## src/rtl/ctrl_pkg.sv

```systemverilog
// ctrl_pkg: shared definitions for the multicycle MIPS main control FSM.
//   - state_t      : FSM state encoding
//   - OP_*         : instruction opcodes
//   - ALUOP_*, ALUB_*, PCSRC_* : datapath select encodings
//   - decode_target(): DECODE-state dispatch by opcode (FETCH = unsupported)
// Optional feature macro: ZEXT_ORI_EN (adds ori decode).
package ctrl_pkg;

    typedef enum logic [3:0] {
        FETCH,
        DECODE,
        MEMADR,
        MEMRD,
        MEMWB,
        MEMWR,
        RTYPEEX,
        ALUWB,
        BEQ,
        ADDIEX,
        ADDIWB,
        JUMP,
        ORIEX,
        ORIWB
    } state_t;

    localparam logic [5:0] OP_RTYPE = 6'b000000;
    localparam logic [5:0] OP_LW    = 6'b100011;
    localparam logic [5:0] OP_SW    = 6'b101011;
    localparam logic [5:0] OP_BEQ   = 6'b000100;
    localparam logic [5:0] OP_ADDI  = 6'b001000;
    localparam logic [5:0] OP_J     = 6'b000010;
    localparam logic [5:0] OP_ORI   = 6'b001101;

    localparam logic [1:0] ALUOP_ADD   = 2'b00;
    localparam logic [1:0] ALUOP_SUB   = 2'b01;
    localparam logic [1:0] ALUOP_FUNCT = 2'b10;
    localparam logic [1:0] ALUOP_OR    = 2'b11;

    localparam logic [1:0] ALUB_REG     = 2'b00;
    localparam logic [1:0] ALUB_FOUR    = 2'b01;
    localparam logic [1:0] ALUB_IMM     = 2'b10;
    localparam logic [1:0] ALUB_IMM_SH2 = 2'b11;

    localparam logic [1:0] PCSRC_ALU    = 2'b00;
    localparam logic [1:0] PCSRC_ALUOUT = 2'b01;
    localparam logic [1:0] PCSRC_JUMP   = 2'b10;

    // Returns the state following DECODE; FETCH marks an unsupported opcode.
    function automatic state_t decode_target(input logic [5:0] op);
        case (op)
            OP_LW, OP_SW: decode_target = MEMADR;
            OP_RTYPE:     decode_target = RTYPEEX;
            OP_BEQ:       decode_target = BEQ;
            OP_ADDI:      decode_target = ADDIEX;
            OP_J:         decode_target = JUMP;
`ifdef ZEXT_ORI_EN
            OP_ORI:       decode_target = ORIEX;
`endif
            default:      decode_target = FETCH;
        endcase
    endfunction

endpackage

```

## src/rtl/multicycle_ctrl.sv

```systemverilog
// multicycle_ctrl: main control FSM of the multicycle MIPS datapath.
// Moore machine; outputs decode the current state, with mem_ready gating
// the FETCH loads and op qualifying the DECODE illegal_op pulse.
// Optional feature macro: ZEXT_ORI_EN (ori via ORIEX/ORIWB, aluop = 11).
//
// Ports:
//   clk, reset      : rising-edge clock, synchronous active-high reset
//   op[5:0]         : opcode from the instruction register
//   mem_ready       : memory completes the current access this cycle
//   iord, irwrite, pcwrite, branch, regwrite, memwrite,
//   regdst, memtoreg, alusrca, alusrcb[1:0], pcsrc[1:0], aluop[1:0] :
//                     datapath selects and write enables
//   illegal_op      : one-cycle pulse in DECODE on an unsupported opcode
//
// state   | meaning
// FETCH   | read instruction at PC, PC <= PC+4 when memory ready
// DECODE  | register read, branch target into ALUOut, dispatch on op
// MEMADR  | effective address = A + sign-extended imm
// MEMRD   | load access at ALUOut, held until mem_ready
// MEMWB   | write loaded data to rt
// MEMWR   | store access at ALUOut, held until mem_ready
// RTYPEEX | A funct B
// ALUWB   | write ALUOut to rd
// BEQ     | A - B, PC <= ALUOut when zero
// ADDIEX  | A + sign-extended imm
// ADDIWB  | write ALUOut to rt
// JUMP    | PC <= jump target
// ORIEX   | A | zero-extended imm (ZEXT_ORI_EN only)
// ORIWB   | write ALUOut to rt (ZEXT_ORI_EN only)
module multicycle_ctrl
    import ctrl_pkg::*;
#(
    parameter bit RESET_PC_HOLD = 1'b1
) (
    input  logic       clk,
    input  logic       reset,
    input  logic [5:0] op,
    input  logic       mem_ready,
    output logic       iord,
    output logic       irwrite,
    output logic       pcwrite,
    output logic       branch,
    output logic       regwrite,
    output logic       memwrite,
    output logic       regdst,
    output logic       memtoreg,
    output logic       alusrca,
    output logic [1:0] alusrcb,
    output logic [1:0] pcsrc,
    output logic [1:0] aluop,
    output logic       illegal_op
);

    state_t state;

    always_ff @(posedge clk) begin
        if (reset) begin
            state <= FETCH;
        end else begin
            case (state)
                FETCH:   state <= mem_ready ? DECODE : FETCH;
                DECODE:  state <= decode_target(op);
                MEMADR: begin
                    if (op == OP_LW)      state <= MEMRD;
                    else if (op == OP_SW) state <= MEMWR;
                    else                  state <= FETCH;
                end
                MEMRD:   state <= mem_ready ? MEMWB : MEMRD;
                MEMWR:   state <= mem_ready ? FETCH : MEMWR;
                RTYPEEX: state <= ALUWB;
                ADDIEX:  state <= ADDIWB;
`ifdef ZEXT_ORI_EN
                ORIEX:   state <= ORIWB;
`endif
                default: state <= FETCH;
            endcase
        end
    end

    // Raw state decode; reset gating is applied afterwards.
    logic       e_iord, e_irwrite, e_pcwrite, e_branch, e_regwrite, e_memwrite;
    logic       e_regdst, e_memtoreg, e_alusrca, e_illegal;
    logic [1:0] e_alusrcb, e_pcsrc, e_aluop;

    always_comb begin
        e_iord     = 1'b0;
        e_irwrite  = 1'b0;
        e_pcwrite  = 1'b0;
        e_branch   = 1'b0;
        e_regwrite = 1'b0;
        e_memwrite = 1'b0;
        e_regdst   = 1'b0;
        e_memtoreg = 1'b0;
        e_alusrca  = 1'b0;
        e_illegal  = 1'b0;
        e_alusrcb  = ALUB_REG;
        e_pcsrc    = PCSRC_ALU;
        e_aluop    = ALUOP_ADD;
        case (state)
            FETCH: begin
                e_alusrcb = ALUB_FOUR;
                e_irwrite = mem_ready;
                e_pcwrite = mem_ready;
            end
            DECODE: begin
                e_alusrcb = ALUB_IMM_SH2;
                e_illegal = (decode_target(op) == FETCH);
            end
            MEMADR: begin
                e_alusrca = 1'b1;
                e_alusrcb = ALUB_IMM;
            end
            MEMRD: e_iord = 1'b1;
            MEMWB: begin
                e_memtoreg = 1'b1;
                e_regwrite = 1'b1;
            end
            MEMWR: begin
                e_iord     = 1'b1;
                e_memwrite = 1'b1;
            end
            RTYPEEX: begin
                e_alusrca = 1'b1;
                e_aluop   = ALUOP_FUNCT;
            end
            ALUWB: begin
                e_regdst   = 1'b1;
                e_regwrite = 1'b1;
            end
            BEQ: begin
                e_alusrca = 1'b1;
                e_aluop   = ALUOP_SUB;
                e_pcsrc   = PCSRC_ALUOUT;
                e_branch  = 1'b1;
            end
            ADDIEX: begin
                e_alusrca = 1'b1;
                e_alusrcb = ALUB_IMM;
            end
            ADDIWB: e_regwrite = 1'b1;
            JUMP: begin
                e_pcsrc   = PCSRC_JUMP;
                e_pcwrite = 1'b1;
            end
`ifdef ZEXT_ORI_EN
            ORIEX: begin
                e_alusrca = 1'b1;
                e_alusrcb = ALUB_IMM;
                e_aluop   = ALUOP_OR;
            end
            ORIWB: e_regwrite = 1'b1;
`endif
            default: ;
        endcase
    end

    // Reset acts combinationally on the outputs so an instruction
    // interrupted by reset never completes a write in that cycle.
    logic hold_en;
    assign hold_en = reset && RESET_PC_HOLD;

    assign irwrite    = e_irwrite  && !hold_en;
    assign pcwrite    = e_pcwrite  && !hold_en;
    assign branch     = e_branch   && !hold_en;
    assign regwrite   = e_regwrite && !hold_en;
    assign memwrite   = e_memwrite && !hold_en;

    assign iord       = e_iord     && !reset;
    assign regdst     = e_regdst   && !reset;
    assign memtoreg   = e_memtoreg && !reset;
    assign alusrca    = e_alusrca  && !reset;
    assign illegal_op = e_illegal  && !reset;
    assign alusrcb    = reset ? 2'b00 : e_alusrcb;
    assign pcsrc      = reset ? 2'b00 : e_pcsrc;
    assign aluop      = reset ? 2'b00 : e_aluop;

endmodule

```

## config.mk

```make
export PLATFORM = sky130hd
export DESIGN_NAME = multicycle_ctrl
export DESIGN_NICKNAME = d
export VERILOG_FILES = /design/src/rtl/ctrl_pkg.sv /design/src/rtl/multicycle_ctrl.sv
export SDC_FILE = /design/constraint.sdc
export NUM_CORES = 1
export LEC_CHECK = 0
export CAP_MARGIN = 20
export CORE_ASPECT_RATIO = 0.9
export CORE_UTILIZATION = 35
export CTS_BUF_LIST = sky130_fd_sc_hd__clkbuf_4 sky130_fd_sc_hd__clkbuf_8
export DETAILED_ROUTE_END_ITERATION = 8
export PLACE_DENSITY = 0.81
export SETUP_SLACK_MARGIN = 0.3
export SYNTH_ARGS = -nofsm -noshare
export SYNTH_HDL_FRONTEND = slang
export SYNTH_SLANG_ARGS = --single-unit
```

## constraint.sdc

```tcl
create_clock -name clk -period 3.16 [get_ports clk]
set_input_delay 0.632 -clock clk [delete_from_list [all_inputs] [get_ports clk]]
set_output_delay 0.632 -clock clk [all_outputs]
set_load 0.005 [all_outputs]
```

## Word level (Yosys, flattened, before mapping)

Cells that the tools add are included.

| operators by class | value |
|---|---|
| eq/ne operators | 16 |
| muxes and demuxes | 24 |
| reductions and logical operators | 19 |

Operators by type and width:

| cell | number |
|---|---|
| $pmux W4 S7 | 1 |
| $pmux W4 S5 | 1 |
| $eq A4 B3 Y1 const B | 4 |
| $eq A4 B4 Y1 const B | 4 |
| $eq A6 B6 Y1 const B | 2 |
| $mux W3 | 4 |
| $logic_and A1 B1 Y1 | 10 |
| $mux W1 | 10 |
| $eq A4 B2 Y1 const B | 2 |
| $logic_not A4 Y1 | 2 |
| $pmux W2 S2 | 2 |
| $eq A6 B2 Y1 const B | 1 |
| $eq A6 B3 Y1 const B | 1 |
| $eq A6 B4 Y1 const B | 1 |
| $logic_not A6 Y1 | 1 |
| $mux W2 | 3 |
| $pmux W2 S3 | 1 |
| $reduce_or A2 Y1 | 3 |
| $eq A4 B1 Y1 const B | 1 |
| $mux W4 | 1 |
| $reduce_or A4 Y1 | 1 |
| $reduce_or A3 Y1 | 1 |
| $pmux W1 S2 | 1 |
| $logic_not A1 Y1 | 1 |

| storage, ports and cells | value |
|---|---|
| bits in registers | 4 |
| bits of input ports | 9 |
| output and inout bits | 16 |
| word-level logic and storage cells | 60 |

## Logic depth before layout (Yosys ltp)

| logic depth | value |
|---|---|
| depth after elaboration | 7 |
| gate-level depth with buffers | 5 |
| depth with buffers taken out | 4 |

## Least setup slack after synthesis

OpenSTA, ideal clock, no wires.

| timing | value |
|---|---|
| path type | input to output |
| start | input port op[0] |
| end | output port illegal_op |
| data arrival time | 1.532 ns |
| data required time | 2.528 ns |
| slack | 0.996 ns |
| stages on the path | 3 |
| path buffers | 0 |
| cell sequence | or4_4 -> o311ai_0 -> nor2_1 |

| on the way | value |
|---|---|
| word-level cells in the longest chain between the ends | 7 |
| elaborated cells on any way between the ends | 12 |
| those cells by class | eq/ne: 5; mux: 3; reduce/logical: 4 |

RTL lines:

| item | line | RTL |
|---|---|---|
| start: declaration | multicycle_ctrl.sv:37 | `input logic [5:0] op,` |
| $eq A6 B6 Y1 | ctrl_pkg.sv:50 | `case (op)` |
| $reduce_or A2 Y1 | ctrl_pkg.sv:50 |  |
| $pmux W4 S5 (*) | ctrl_pkg.sv:50 |  |
| $mux W4 (*) | multicycle_ctrl.sv:99 | `case (state)` |
| $logic_not A4 Y1 (*) | multicycle_ctrl.sv:107 | `e_illegal = (decode_target(op) == FETCH);` |
| $mux W1 (*) | multicycle_ctrl.sv:99 |  |
| $logic_and A1 B1 Y1 (*) | multicycle_ctrl.sv:172 | `assign illegal_op = e_illegal && !reset;` |
| end: declaration | multicycle_ctrl.sv:51 | `output logic illegal_op` |

Mark *: on every way between the ends. The rest lies on a longest branch, timed or not. The select of a mux whose other input is x is not followed.

## Final worst setup path

Same ends and word-level chain as after synthesis.

==> run summary <==
Final setup vio count = 0
Slew headroom = 74.9%
PnR worst setup slack = 0.366 ns
Status = completed
I/O pin total = 25
Clk slew on worst S/H paths = 0.04 ns
Final Max Tran Viols = 0
Placed cell count = 118
Yosys cell types = 35
HP Start = state[3]
CP max stage delay = 0.57 ns
Total grt overflow = 0
Top FF cell, synth = dfxtp_1
Setup TNS = 0 ns
Area leader, netlist = dfxtp_1
Starting Density = 40.4%
Required time worst endpoint = 2.53 ns
Period utilisation layout = 88.4%
Placed cell areas = 811 um2
Slew @ Worst Pin = 0.376 ns
Clk Latency, worst-skew pair = 0.24 ns
Crit-path cells = clkdlybuf4s50_1, or4_4, o311ai_4, nor2_1, dlygate4sd2_1
RSZ-0062 raised after global routing = no
Final core utilization = 65.2%
WL/cell = 12.1 um
Fill cells = 131
Flops & latches, synth = 4
Slowest cell on the critical path = or4_4
Vias = 685
Port Buffers = 24
Synth async-reset ratio = 0%
Buf/Inv on CP = 2
Layout Area Growth over Synthesis = 61.4%
VDD IR-drop max = 0.000173 V
Seq/Total Area, Yosys = 15.0%
Num Clock Sinks = 4
Min Clock Period, post-route = 2.79 ns
CP startpoint kind = input pin
Ys Warns = 0
Hold bufs inserted after CTS = 0
Top-count cell post-synth = nor2_1
DR pass1 iterations = 4
FF/Latch Area = 81.3 um2
Drt total wl = 1.48 mm
Clock Path Buffers = 2
Largest fanout on the critical path = 2
Multi-input gate area = 435 um2
Crit path arrival time = 2.16 ns
Vias per cell = 5.61
Dpl ws = 0.0561 ns
Post-synthesis cell area = 534 um2
Largest cells by area after synthesis = dfxtp_1, nor2_1, nand2b_1
Detail Placement HPWL = 1.15 mm
Post-synth EDFFs = 0
Largest delay contributor family on the critical path = buffers and inverters
Synth Instances = 80
Critical path origin = op[0]
Final GP Congestion = 0.890
DR iter-0 viols = 15
Post-synth top area share = 15.0%
MaxCap Viol Count = 0
CTS tree = yes
Final Power = 0.186 mW
Worst hold path type = reg2reg
Final hold slack = 0.643 ns
Biggest register = state
First-pass GRT wire length = 2.46 mm
# H-tree levels = 1
Layout cells sized above 1 = 17.6%
Commonest cells in the netlist = nor2_1, nand2b_1, nor3_1, a21oi_1
Cell Rows = 12
Syn nets = 89
Die Wd = 43.2 um
Clk_skew = 0.00252 ns
Power density over cell area = 215 nW/um2
R2R Path Start = state[0]
Antenna diode count = 0
Average cell area after synthesis = 6.68 um2
CP Class = in2out
Vias in the first global route = 606
GRT Total Usage = 19.8%
Max reg flops = 4
Design area = 862 um2
Initial antenna violation count = 0
Leak = 0.326 nW
Max Fclk = 358 MHz
Post-DRT Antenna Nets = 0
Core footprint = 1320 um2
Post-route insts no fill = 122
Worst setup EP type = output port
Biggest registers after layout = state (4)
Number of remaining DRC errors = 0
Largest net degree at the start of global routing = 18
Final #Nets = 119
Inserted Clock Buffers = 3
Die Y = 39.1 um
Final Hold Viols = 0
Clock Tree Root = clkbuf_4
Die area = 1690 um2
-- logic make-up (layout without fill, tap and decap cells) --
| family | after synthesis | in the layout | synth area share, % |
|---|---|---|---|
| buf+inv | 9 | 37 | 7.73 |
| compound gates | 18 | 18 | 24.6 |
| mux | 1 | 1 | 1.87 |
| flops | 4 | 4 | 15.0 |
| simple gates | 45 | 45 | 45.9 |
| xor+xnor | 3 | 3 | 4.92 |
-- power by group --
group          switching [mW]  internal, mW  leakage (nW)
Combinational          0.0253        0.0358         0.279
Clock                  0.0253        0.0428        0.0138
Sequential            0.00417        0.0522        0.0330
Total                  0.0548         0.131         0.326
-- layout by cell type, fill, tap and decap left out, types with 2 or more instances in the layout --
cell / count
and3_1: 2
nor2b_1: 4
nand2b_1: 7
dlygate4sd2_1: 2
buf_4: 8
dfxtp_1: 3
nor3_1: 6
clkdlybuf4s50_1: 22
clkbuf_4: 3
a21oi_1: 5
nand2_1: 3
inv_1: 2
nand3_1: 2
xnor2_1: 2
nor2_1: 12
a31oi_1: 2
-- layer usage --
metal	share of wire, %	routed length, um	up-vias	GRT usage (%)
met2	51	752	29	37.7
met5	0	0	-	0
met3	5.7	84	2	6.07
met1	42	626	306	21.0
li1	-	-	348	-
met4	0.88	13	0	6.06
-- cell type report --
cell class	instances	area share [%]
repair buffers	32	34.5
inverters	2	0.871
clock buffers	3	2.61
well taps	14	2.03
flip-flops and latches	4	9.43
multi-input cells	67	50.5
-- path summary, 6_finish.rpt --
kind	endpoint	slack, ns	cells past startpoint
worst max-delay path	illegal_op	0.37	5
worst min-delay path	state[3]	0.64	2
worst max register to register	state[2]	1.67	4
worst min register to register	state[3]	0.64	2
-- worst register-to-register path, stage by stage (launching register included) --
cell,delay [ns]
dfxtp_1,0.52
or3b_2,0.48
a21oi_1,0.17
a41oi_1,0.08
a21oi_1,0.17
-- timing repair --
action	in CTS	in global routing
setup endpoints to repair	2	3
pin swaps	2	2
buffers inserted	1	0
gates resized for setup	6	2
gates cloned	0	0
Power figures use the tool's default switching activity.
